===== src/rtl/serdes_link_check_ctrl_pkg.sv =====
// Shared types and widths for the SERDES link-check sequencer.
package serdes_ctrl_pkg;

    localparam int unsigned TIMER_W   = 24;
    localparam int unsigned ERR_ACC_W = 16;

    typedef enum logic [2:0] {
        IDLE    = 3'd0,
        CHK_RST = 3'd1,
        ACQUIRE = 3'd2,
        MONITOR = 3'd3,
        GT_RST  = 3'd4
    } state_e;

    // Adds an 8-bit delta to the error accumulator, pinning at all-ones.
    function automatic logic [ERR_ACC_W-1:0] sat_add(input logic [ERR_ACC_W-1:0] a,
                                                     input logic [7:0]           d);
        logic [ERR_ACC_W:0] s;
        s = {1'b0, a} + {{(ERR_ACC_W - 7){1'b0}}, d};
        return s[ERR_ACC_W] ? '1 : s[ERR_ACC_W-1:0];
    endfunction

endpackage


===== src/rtl/serdes_link_check_ctrl_if.sv =====
// Control/status bundle between the link-check sequencer and its environment.
interface serdes_link_check_ctrl_if;
    import serdes_ctrl_pkg::*;

    logic                 GT_RESET_DONE_IN;
    logic                 TRACK_DATA_IN;
    logic [7:0]           ERROR_COUNT_IN;
    logic                 CHECKER_RESET_OUT;
    logic                 GT_RX_RESET_OUT;
    logic                 LINK_UP_OUT;
    logic [3:0]           RETRY_COUNT_OUT;
    logic [ERR_ACC_W-1:0] WINDOW_ERRORS_OUT;
    logic [2:0]           STATE_OUT;

    modport master (
        output GT_RESET_DONE_IN, TRACK_DATA_IN, ERROR_COUNT_IN,
        input  CHECKER_RESET_OUT, GT_RX_RESET_OUT, LINK_UP_OUT,
               RETRY_COUNT_OUT, WINDOW_ERRORS_OUT, STATE_OUT
    );

    modport slave (
        input  GT_RESET_DONE_IN, TRACK_DATA_IN, ERROR_COUNT_IN,
        output CHECKER_RESET_OUT, GT_RX_RESET_OUT, LINK_UP_OUT,
               RETRY_COUNT_OUT, WINDOW_ERRORS_OUT, STATE_OUT
    );

endinterface


===== src/rtl/serdes_link_check_ctrl_err_window_acc.sv =====
// Turns the checker's wrapping error count into per-window totals.
module serdes_err_window_acc
    import serdes_ctrl_pkg::*;
(
    input  logic                 clk_i,
    input  logic                 rst_i,
    input  logic                 clear_i,
    input  logic                 enable_i,
    input  logic                 window_end_i,
    input  logic [7:0]           count_i,
    output logic [ERR_ACC_W-1:0] acc_o,
    output logic [ERR_ACC_W-1:0] window_total_o
);

    logic [7:0]           prev_q;
    logic [7:0]           delta;
    logic [ERR_ACC_W-1:0] acc_q;
    logic [ERR_ACC_W-1:0] acc_d;
    logic [ERR_ACC_W-1:0] total_q;

    // Unsigned 8-bit subtraction gives the modulo-256 increment across count wraps.
    assign delta = count_i - prev_q;
    assign acc_d = sat_add(acc_q, delta);

    // acc_o already includes this cycle's delta so window-end decisions see the full total.
    assign acc_o          = acc_d;
    assign window_total_o = total_q;

    always_ff @(posedge clk_i or posedge rst_i) begin
        if (rst_i) begin
            prev_q  <= '0;
            acc_q   <= '0;
            total_q <= '0;
        end else if (clear_i) begin
            prev_q <= count_i;
            acc_q  <= '0;
        end else if (enable_i) begin
            prev_q <= count_i;
            if (window_end_i) begin
                total_q <= acc_d;
                acc_q   <= '0;
            end else begin
                acc_q <= acc_d;
            end
        end
    end

endmodule


===== src/rtl/serdes_link_check_ctrl.sv =====
// Per-lane frame-checker sequencer: reset, acquire, windowed error monitor, retry/escalate.
module serdes_link_check_ctrl
    import serdes_ctrl_pkg::*;
#(
    parameter int unsigned CHK_RST_CYCLES = 16,
    parameter int unsigned ACQ_TIMEOUT    = 4096,
    parameter int unsigned WINDOW_CYCLES  = 65536,
    parameter int unsigned ERR_THRESHOLD  = 0,
    parameter int unsigned MAX_RETRIES    = 3,
    parameter int unsigned GT_RST_CYCLES  = 32
) (
    input logic                     USER_CLK,
    input logic                     SYSTEM_RESET,
    serdes_link_check_ctrl_if.slave bus
);

    if (CHK_RST_CYCLES == 0 || CHK_RST_CYCLES >= 2**TIMER_W ||
        ACQ_TIMEOUT    == 0 || ACQ_TIMEOUT    >= 2**TIMER_W ||
        WINDOW_CYCLES  == 0 || WINDOW_CYCLES  >= 2**TIMER_W ||
        GT_RST_CYCLES  == 0 || GT_RST_CYCLES  >= 2**TIMER_W ||
        ERR_THRESHOLD  >= 2**TIMER_W || MAX_RETRIES > 15) begin : g_bad_param
        $error("serdes_link_check_ctrl: parameter out of range");
    end

    localparam logic [TIMER_W-1:0] CHK_LAST  = TIMER_W'(CHK_RST_CYCLES - 1);
    localparam logic [TIMER_W-1:0] ACQ_LAST  = TIMER_W'(ACQ_TIMEOUT - 1);
    localparam logic [TIMER_W-1:0] WIN_LAST  = TIMER_W'(WINDOW_CYCLES - 1);
    localparam logic [TIMER_W-1:0] GT_LAST   = TIMER_W'(GT_RST_CYCLES - 1);
    localparam logic [3:0]         RETRY_MAX = 4'(MAX_RETRIES);

    state_e               state_q;
    logic [TIMER_W-1:0]   timer_q;
    logic                 chk_rst_q;
    logic                 gt_rst_q;
    logic                 link_up_q;
    logic [3:0]           retry_q;

    logic                 acc_clear;
    logic                 acc_en;
    logic                 win_end;
    logic                 win_fail;
    logic                 fail;
    logic [ERR_ACC_W-1:0] win_acc;

    assign acc_clear = (state_q == ACQUIRE) && bus.TRACK_DATA_IN;
    assign acc_en    = (state_q == MONITOR);
    assign win_end   = acc_en && (timer_q == WIN_LAST);
    assign win_fail  = win_end && (32'(win_acc) > ERR_THRESHOLD);

    // Track loss coinciding with a failing window end folds into this single flag.
    assign fail = ((state_q == ACQUIRE) && !bus.TRACK_DATA_IN && (timer_q == ACQ_LAST)) ||
                  ((state_q == MONITOR) && (!bus.TRACK_DATA_IN || win_fail));

    serdes_err_window_acc u_acc (
        .clk_i          (USER_CLK),
        .rst_i          (SYSTEM_RESET),
        .clear_i        (acc_clear),
        .enable_i       (acc_en),
        .window_end_i   (win_end),
        .count_i        (bus.ERROR_COUNT_IN),
        .acc_o          (win_acc),
        .window_total_o (bus.WINDOW_ERRORS_OUT)
    );

    always_ff @(posedge USER_CLK or posedge SYSTEM_RESET) begin
        if (SYSTEM_RESET) begin
            state_q   <= IDLE;
            timer_q   <= '0;
            chk_rst_q <= 1'b1;
            gt_rst_q  <= 1'b0;
            link_up_q <= 1'b0;
            retry_q   <= '0;
        end else begin
            timer_q <= timer_q + 1'b1;
            case (state_q)
                IDLE: begin
                    chk_rst_q <= 1'b1;
                    timer_q   <= '0;
                    if (bus.GT_RESET_DONE_IN) begin
                        state_q <= CHK_RST;
                    end
                end
                CHK_RST, ACQUIRE, MONITOR: begin
                    if (!bus.GT_RESET_DONE_IN) begin
                        state_q   <= IDLE;
                        chk_rst_q <= 1'b1;
                        link_up_q <= 1'b0;
                        timer_q   <= '0;
                    end else if (fail) begin
                        chk_rst_q <= 1'b1;
                        link_up_q <= 1'b0;
                        timer_q   <= '0;
                        if (retry_q < RETRY_MAX) begin
                            retry_q <= retry_q + 1'b1;
                            state_q <= CHK_RST;
                        end else begin
                            retry_q  <= '0;
                            gt_rst_q <= 1'b1;
                            state_q  <= GT_RST;
                        end
                    end else begin
                        case (state_q)
                            CHK_RST: begin
                                if (timer_q == CHK_LAST) begin
                                    state_q   <= ACQUIRE;
                                    chk_rst_q <= 1'b0;
                                    timer_q   <= '0;
                                end
                            end
                            ACQUIRE: begin
                                if (bus.TRACK_DATA_IN) begin
                                    state_q <= MONITOR;
                                    timer_q <= '0;
                                end
                            end
                            MONITOR: begin
                                if (win_end) begin
                                    link_up_q <= 1'b1;
                                    retry_q   <= '0;
                                    timer_q   <= '0;
                                end
                            end
                            default: ;
                        endcase
                    end
                end
                GT_RST: begin
                    if (timer_q == GT_LAST) begin
                        state_q  <= IDLE;
                        gt_rst_q <= 1'b0;
                        timer_q  <= '0;
                    end
                end
                default: begin
                    state_q   <= IDLE;
                    chk_rst_q <= 1'b1;
                    gt_rst_q  <= 1'b0;
                    link_up_q <= 1'b0;
                    timer_q   <= '0;
                end
            endcase
        end
    end

    assign bus.CHECKER_RESET_OUT = chk_rst_q;
    assign bus.GT_RX_RESET_OUT   = gt_rst_q;
    assign bus.LINK_UP_OUT       = link_up_q;
    assign bus.RETRY_COUNT_OUT   = retry_q;
    assign bus.STATE_OUT         = state_q;

endmodule


===== src/flat_wrapper.sv =====
// flat-port wrapper written by rule: the top's interface ports become plain ports
module serdes_link_check_ctrl_flat import serdes_ctrl_pkg::*;
#(
    parameter int unsigned CHK_RST_CYCLES = 16,
    parameter int unsigned ACQ_TIMEOUT    = 4096,
    parameter int unsigned WINDOW_CYCLES  = 65536,
    parameter int unsigned ERR_THRESHOLD  = 0,
    parameter int unsigned MAX_RETRIES    = 3,
    parameter int unsigned GT_RST_CYCLES  = 32
)
  (USER_CLK, SYSTEM_RESET, bus_GT_RESET_DONE_IN, bus_TRACK_DATA_IN, bus_ERROR_COUNT_IN, bus_CHECKER_RESET_OUT, bus_GT_RX_RESET_OUT, bus_LINK_UP_OUT, bus_RETRY_COUNT_OUT, bus_WINDOW_ERRORS_OUT, bus_STATE_OUT);
  serdes_link_check_ctrl_if bus_i ();
  input logic USER_CLK;
  input logic SYSTEM_RESET;
  input wire logic [$bits(bus_i.GT_RESET_DONE_IN)-1:0] bus_GT_RESET_DONE_IN;
  input wire logic [$bits(bus_i.TRACK_DATA_IN)-1:0] bus_TRACK_DATA_IN;
  input wire logic [$bits(bus_i.ERROR_COUNT_IN)-1:0] bus_ERROR_COUNT_IN;
  output wire logic [$bits(bus_i.CHECKER_RESET_OUT)-1:0] bus_CHECKER_RESET_OUT;
  output wire logic [$bits(bus_i.GT_RX_RESET_OUT)-1:0] bus_GT_RX_RESET_OUT;
  output wire logic [$bits(bus_i.LINK_UP_OUT)-1:0] bus_LINK_UP_OUT;
  output wire logic [$bits(bus_i.RETRY_COUNT_OUT)-1:0] bus_RETRY_COUNT_OUT;
  output wire logic [$bits(bus_i.WINDOW_ERRORS_OUT)-1:0] bus_WINDOW_ERRORS_OUT;
  output wire logic [$bits(bus_i.STATE_OUT)-1:0] bus_STATE_OUT;
  assign bus_i.GT_RESET_DONE_IN = bus_GT_RESET_DONE_IN;
  assign bus_i.TRACK_DATA_IN = bus_TRACK_DATA_IN;
  assign bus_i.ERROR_COUNT_IN = bus_ERROR_COUNT_IN;
  assign bus_CHECKER_RESET_OUT = bus_i.CHECKER_RESET_OUT;
  assign bus_GT_RX_RESET_OUT = bus_i.GT_RX_RESET_OUT;
  assign bus_LINK_UP_OUT = bus_i.LINK_UP_OUT;
  assign bus_RETRY_COUNT_OUT = bus_i.RETRY_COUNT_OUT;
  assign bus_WINDOW_ERRORS_OUT = bus_i.WINDOW_ERRORS_OUT;
  assign bus_STATE_OUT = bus_i.STATE_OUT;
  serdes_link_check_ctrl #(.CHK_RST_CYCLES(CHK_RST_CYCLES), .ACQ_TIMEOUT(ACQ_TIMEOUT), .WINDOW_CYCLES(WINDOW_CYCLES), .ERR_THRESHOLD(ERR_THRESHOLD), .MAX_RETRIES(MAX_RETRIES), .GT_RST_CYCLES(GT_RST_CYCLES)) u_core (.USER_CLK(USER_CLK), .SYSTEM_RESET(SYSTEM_RESET), .bus(bus_i));
endmodule

===== config.mk =====
export PLATFORM = sky130hd
export DESIGN_NAME = serdes_link_check_ctrl_flat
export DESIGN_NICKNAME = d
export VERILOG_FILES = /design/src/rtl/serdes_link_check_ctrl_pkg.sv /design/src/rtl/serdes_link_check_ctrl_if.sv /design/src/rtl/serdes_link_check_ctrl_err_window_acc.sv /design/src/rtl/serdes_link_check_ctrl.sv /design/src/flat_wrapper.sv
export SDC_FILE = /design/constraint.sdc
export NUM_CORES = 1
export LEC_CHECK = 0
export ABC_AREA = 1
export ABC_CLOCK_PERIOD_IN_PS = 8300
export BUFFER_PORTS_ARGS = -buffer_cell sky130_fd_sc_hd__buf_2
export CAP_MARGIN = 10
export CORE_MARGIN = 2
export CORE_UTILIZATION = 36
export DETAILED_ROUTE_END_ITERATION = 7
export SLEW_MARGIN = 25
export SYNTH_ARGS = -nofsm -noshare
export SYNTH_HDL_FRONTEND = slang
export SYNTH_SLANG_ARGS = --single-unit

===== constraint.sdc =====
create_clock -name USER_CLK -period 8.3 [get_ports USER_CLK]
set_input_delay 1.66 -clock USER_CLK [delete_from_list [all_inputs] [get_ports USER_CLK]]
set_output_delay 1.66 -clock USER_CLK [all_outputs]
set_load 0.05 [all_outputs]

==> Word level (Yosys, flattened, before mapping) <==
Index checks and enable logic that the tools add are counted.
{ "totals": {"reg_bits": 74, "latch_bits": 0, "n_memories": 0, "ramBits": 0, "word_cells": 102, "rom_bits": 0, "input_bits": 12} }
{ "op_classes": {"div": 0, "mux": 42, "eq_ne": 20, "addsub": 4, "multipliers": 0, "n_reduce_logical": 21, "order_cmp": 2, "shifts": 0, "bitwise": 4} }
{ "op_table": {"columns": ["cell", "count"], "rows": [
  ["2-to-1 mux 24 bit", 6],
  ["one-hot mux 24 bit (3 select lines)", 1],
  ["2-to-1 mux 16 bit", 4],
  ["one-hot mux 24 bit (2 select lines)", 1],
  ["adder 24 x 1 -> 24 bit, second input constant", 1],
  ["equality test 24 x 12 -> 1 bit, second input constant", 1],
  ["equality test 24 x 16 -> 1 bit, second input constant", 1],
  ["equality test 24 x 4 -> 1 bit, second input constant", 1],
  ["equality test 24 x 5 -> 1 bit, second input constant", 1],
  ["2-to-1 mux 3 bit", 7],
  ["adder 16 x 8 -> 17 bit", 1],
  ["greater-than comparator 16 x 1 -> 1 bit, second input constant", 1],
  ["2-to-1 mux 4 bit", 4],
  ["2-to-1 mux 8 bit", 2],
  ["inequality test 4 x 2 -> 1 bit, second input constant", 4],
  ["2-to-1 mux 1 bit", 12],
  ["AND reduction 5 bit", 2],
  ["one-hot mux 3 bit (3 select lines)", 1],
  ["AND reduction 3 bit", 3],
  ["subtractor 8 bit", 1],
  ["equality test 3 x 2 -> 1 bit, second input constant", 2],
  ["logical AND 1 bit", 6],
  ["inequality test 2 bit, second input constant", 3],
  ["one-hot mux 3 bit (2 select lines)", 1],
  ["other kinds (18)", 26]
]} }

==> Logic depth before layout (Yosys ltp) <==
{ "depth": {"depth_word": 11, "depth_mapped": 29} }

==> Cells and area by module <==
Synthesis repeated with hierarchy kept, for this count alone.
{ "unflattened": {"cells_unflattened": 646, "hier_area_um2": 4754.6} }
{ "modules_own_cells": {"columns": ["mod", "cells_per_inst", "n_inst", "area_each_um2", "seq_area_each_um2"], "rows": [
  ["serdes_err_window_acc", 358, 1, 2585.0, 1001.0],
  ["serdes_link_check_ctrl", 288, 1, 2169.6, 852.1]
]} }

==> Least setup slack after synthesis <==
OpenSTA, ideal clock, no wires.
{ "synth_timing": {"path_kind": "in2reg", "startpoint": "input port bus_ERROR_COUNT_IN[2]", "endpoint": "register u_core.timer_q[0]", "n_path_buf": 1, "t_required_ns": 8.227, "stages": 25, "setup_ns": 0.073, "t_arrival_ns": 4.670, "setup_slack_ns": 3.557, "cell_sequence": "ha_1 a21oi_1 nand2_1 a21oi_1 o21ai_0 a21o_1 a21oi_1 xor2_1 ha_1 nand2_1 inv_1 nand2_1 nand2_2 nand2_2 nand2_2 nand2_4 nand2_1 nor2_1 nand2_2 nor2_2 nand3_2 nand2_4 nand3_4 buf_6 a21oi_2"} }
{ "synth_between": {"elab_chain_cells": 11} }
{ "synth_lines": {"columns": ["element", "line", "source"], "rows": [
  ["start: declaration", "flat_wrapper.sv:17", "input wire logic [$bits(bus_i.ERROR_COUNT_IN)-1:0] bus_ERROR_COUNT_IN;"],
  ["subtractor 8 bit", "serdes_link_check_ctrl_err_window_acc.sv:22", "assign delta = count_i - prev_q;"],
  ["adder 16 x 8 -> 17 bit", "serdes_link_check_ctrl_pkg.sv:19", "s = {1'b0, a} + {{(ERR_ACC_W - 7){1'b0}}, d};"],
  ["2-to-1 mux 16 bit", "serdes_link_check_ctrl_pkg.sv:20", "return s[ERR_ACC_W] ? '1 : s[ERR_ACC_W-1:0];"],
  ["greater-than comparator 16 x 1 -> 1 bit", "serdes_link_check_ctrl.sv:48", "assign win_fail = win_end && (32'(win_acc) > ERR_THRESHOLD);"],
  ["logical AND 1 bit", "serdes_link_check_ctrl.sv:48", null],
  ["logical OR 1 bit", "serdes_link_check_ctrl.sv:52", "((state_q == MONITOR) && (!bus.TRACK_DATA_IN || win_fail));"],
  ["logical AND 1 bit", "serdes_link_check_ctrl.sv:52", null],
  ["logical OR 1 bit", "serdes_link_check_ctrl.sv:51", "assign fail = ((state_q == ACQUIRE) && !bus.TRACK_DATA_IN && (timer_q == ACQ_LAST)) ||"],
  ["2-to-1 mux 24 bit", "serdes_link_check_ctrl.sv:89", "end else if (fail) begin"],
  ["2-to-1 mux 24 bit", "serdes_link_check_ctrl.sv:84", "if (!bus.GT_RESET_DONE_IN) begin"],
  ["one-hot mux 24 bit (2 select lines)", "serdes_link_check_ctrl.sv:75", "case (state_q)"],
  ["end signal: assignment", "serdes_link_check_ctrl.sv:74", "timer_q <= timer_q + 1'b1;"],
  ["end: declaration", "serdes_link_check_ctrl.sv:32", "logic [TIMER_W-1:0] timer_q;"]
]} }
No other way between the ends.
A chain may end at the register's enable or synchronous reset.

==> Final worst setup path <==
{ "layout_timing": {"startpoint": "input port bus_ERROR_COUNT_IN[2]", "endpoint": "register u_core.timer_q[14]"} }
Same word-level chain as after synthesis.

==> impl_metrics.json <==
{
  "power_frac_clock": 0.419,
  "setup_violations": 0,
  "dp.cells": 815,
  "grt_max_degree": 75,
  "seqPwrFrac": 0.404,
  "grt_pass1_vias": 4083,
  "intPower_mw": 0.650,
  "use_met3": 0.0430,
  "switching_share": 0.288,
  "core_sq_um": 12700,
  "rsz0062_at_grt": "false",
  "critPathRequiredTime_ns": 8.55,
  "areaGrowthSynthToFinish_pct": 13.1,
  "clock_latency_ns": 0.34,
  "cp-end-kind": "flip-flop",
  "ys_ff_latch": 74,
  "critPathLaunchType": "input port",
  "finalMaxSlewViolations": 0,
  "fin_crit_sh": 0.619,
  "syn_inst": 618,
  "comb_power_share": 0.177,
  "io_pins": 38,
  "cp.arrival_ns": 5.38,
  "tightest_slew_ns": 0.883,
  "layout_common_cells": "nand2_1, inv_1, dfrtp_1",
  "crit_path_max_fanout": 24,
  "grt_pass1_wl_microns": 19000,
  "drt_iter0_markers": 105,
  "register_area_sq_um": 1850,
  "drv_cap": 0,
  "firstDrtPassIters": 4,
  "cts_setup_buffers": 0,
  "syn_avg_cell_area_sq_um": 7.60,
  "gr-usage-all-layers": 0.168,
  "criticalPathCategory": "in -> reg",
  "nFillCells": 1308,
  "clock_skew_ns": 0.00759,
  "dpl-instance-area_sq_um": 5020,
  "drc": 0,
  "die_height_microns": 118,
  "power.net_switching_mw": 0.262,
  "cts_buffers": 9,
  "path_buf_inv": 2,
  "cts_root_buf": "clkbuf_16",
  "hold_path_class": "reg -> reg",
  "p_total_mw": 0.912,
  "synth.yosys.seq_area_share": 0.395,
  "port_buffers": 37,
  "max_freq_mhz": 195,
  "async_flop_share": 1.00,
  "power-per-cell-area_nw_per_um2": 172,
  "vdd_drop_max_v": 0.000112,
  "cts_hold_buf": 0,
  "start_util": 0.370,
  "cts_tree": "done",
  "vias": 4121,
  "wl_per_cell_microns": 13.2,
  "cts_num_sinks": 74,
  "critPathMaxStageDelay_ns": 0.35,
  "grt.met2_usage": 0.277,
  "final-hold-violation-count": 0,
  "timing.final.crit_period_ns": 5.13,
  "final_cell_count_no_fill": 830,
  "avgViaCountPerCell": 4.97,
  "synth_ff_type": "dfrtp_1",
  "timing.setup.tns_ns": 0,
  "final_cell_area_sq_um": 5310,
  "p_leak_nw": 2.60,
  "totalWireLength_microns": 11000,
  "postRouteAntennaNets": 0,
  "die_w_microns": 118,
  "max-slew-margin-rel": 0.407,
  "synth_nets": 649,
  "drive_gt1_frac": 0.141,
  "critical-path-top-delay-family": "simple AND/OR/NAND/NOR gates",
  "gp_congestion": 0.933,
  "synth_edf_count": 0,
  "yosysUniqueCellTypes": 40,
  "fin_nets": 685,
  "cts_resized": 0,
  "cpMaxStageDelayCell": "ha_1",
  "htree_num_levels": 3,
  "row_count": 41,
  "overflow": 0,
  "antenna_found_initial": 0,
  "multi_input_area_sq_um": 2400,
  "die-area_sq_um": 14000,
  "clock_path_buffers": 2,
  "dp.final_hpwl_microns": 8040,
  "final_common_cell": "nand2_1",
  "status": "finished clean",
  "syn_area_sq_um": 4690,
  "yosys_warnings": 0,
  "grt_use_met1": 0.203,
  "top_usage_layer": "met2",
  "path_clk_slew_ns": 0.06,
  "n_antenna_cell": 0
}
[cell families (layout without fill, tap and decap cells)]
family                   after synthesis  after routing  share of synthesized area
AND/OR/NAND/NOR                      300            300                      0.290
buffers and inverters                108            148                     0.0959
AO/OA/AOI/OAI                         93             93                      0.120
flip-flops                            74             74                      0.395
XOR/XNOR                              23             23                     0.0429
adder cells (fa/ha/maj)               19             19                     0.0538
multiplexers                           1              1                    0.00240
[synthesized netlist by cell type, drive strengths merged, types with 2 or more instances]
library cell,count,area [sq um]
and2,2,12.5
xor2,14,123
nand4,14,87.6
inv,94,353
a21oi,33,210
a21boi,5,37.5
nor2,54,220
xnor2,9,78.8
o22ai,17,106
o21ai,34,181
nor3,15,80.1
fa,2,40.0
buf,5,48.8
ha,17,213
clkbuf,8,40.0
nand2,159,632
dfrtp,73,1830
nor4,6,37.5
nand3,46,263
a21o,3,22.5
[per-layer routing]
layer  part of all wire  vias up
met5                  0        -
met4              0.029        0
met3              0.039       21
met2               0.48       78
met1               0.45     1944
li1                   -     2078
[cell type report]
cell class | instances | area share
multi-input combinational | 436 | 0.452
sequential | 74 | 0.349
inverter | 94 | 0.0665
clock buffer | 9 | 0.0424
tap | 172 | 0.0405
timing repair buffer | 39 | 0.0384
clock inverter | 6 | 0.0111
[final timing paths]
check	cells past startpoint	slack, ns	endpoint	from
worst max-delay path	25	3.17	u_core.timer_q[14]	bus_ERROR_COUNT_IN[2]
worst min-delay path	1	0.47	u_core.timer_q[0]	u_core.timer_q[0]
worst max register to register	25	4.25	u_core.timer_q[14]	u_core.u_acc.prev_q[2]
worst min register to register	1	0.47	u_core.timer_q[0]	u_core.timer_q[0]
max in group asynchronous	3	6.33	u_core.timer_q[17]	SYSTEM_RESET
min in group asynchronous	3	1.48	u_core.u_acc.window_total_o[6]	SYSTEM_RESET
[power groups by stage]
stage | Sequential, mW | Combinational [mW] | Clock, mW
floorplan | 0.374 | 0.123 | 0
CTS | 0.369 | 0.161 | 0.394
global placement | 0.375 | 0.157 | 0
global route | 0.369 | 0.184 | 0.409
detailed placement | 0.375 | 0.160 | 0
finish | 0.369 | 0.161 | 0.382
[registers in the layout, summed over array words and instances (netlist names)]
register,cells
u_core.bus.CHECKER_RESET_OUT,1
u_core.u_acc.acc_q,16
u_core.bus.LINK_UP_OUT,1
u_core.timer_q,24
u_core.u_acc.prev_q,8
u_core.u_acc.window_total_o,16
u_core.bus.RETRY_COUNT_OUT,4
u_core.bus.GT_RX_RESET_OUT,1
u_core.bus.STATE_OUT,3
[through the flow]
stage               hold slack (ns)  utilization  worst slack (ns)
finish                        0.466        0.419              3.17
global route                  0.483        0.419              2.79
CTS                           0.466        0.418              3.14
detailed placement            0.458        0.396              2.80
global placement              0.450        0.396              2.99
floorplan                     0.435            -              3.56
No activity file was read; power rests on OpenSTA's default activity.
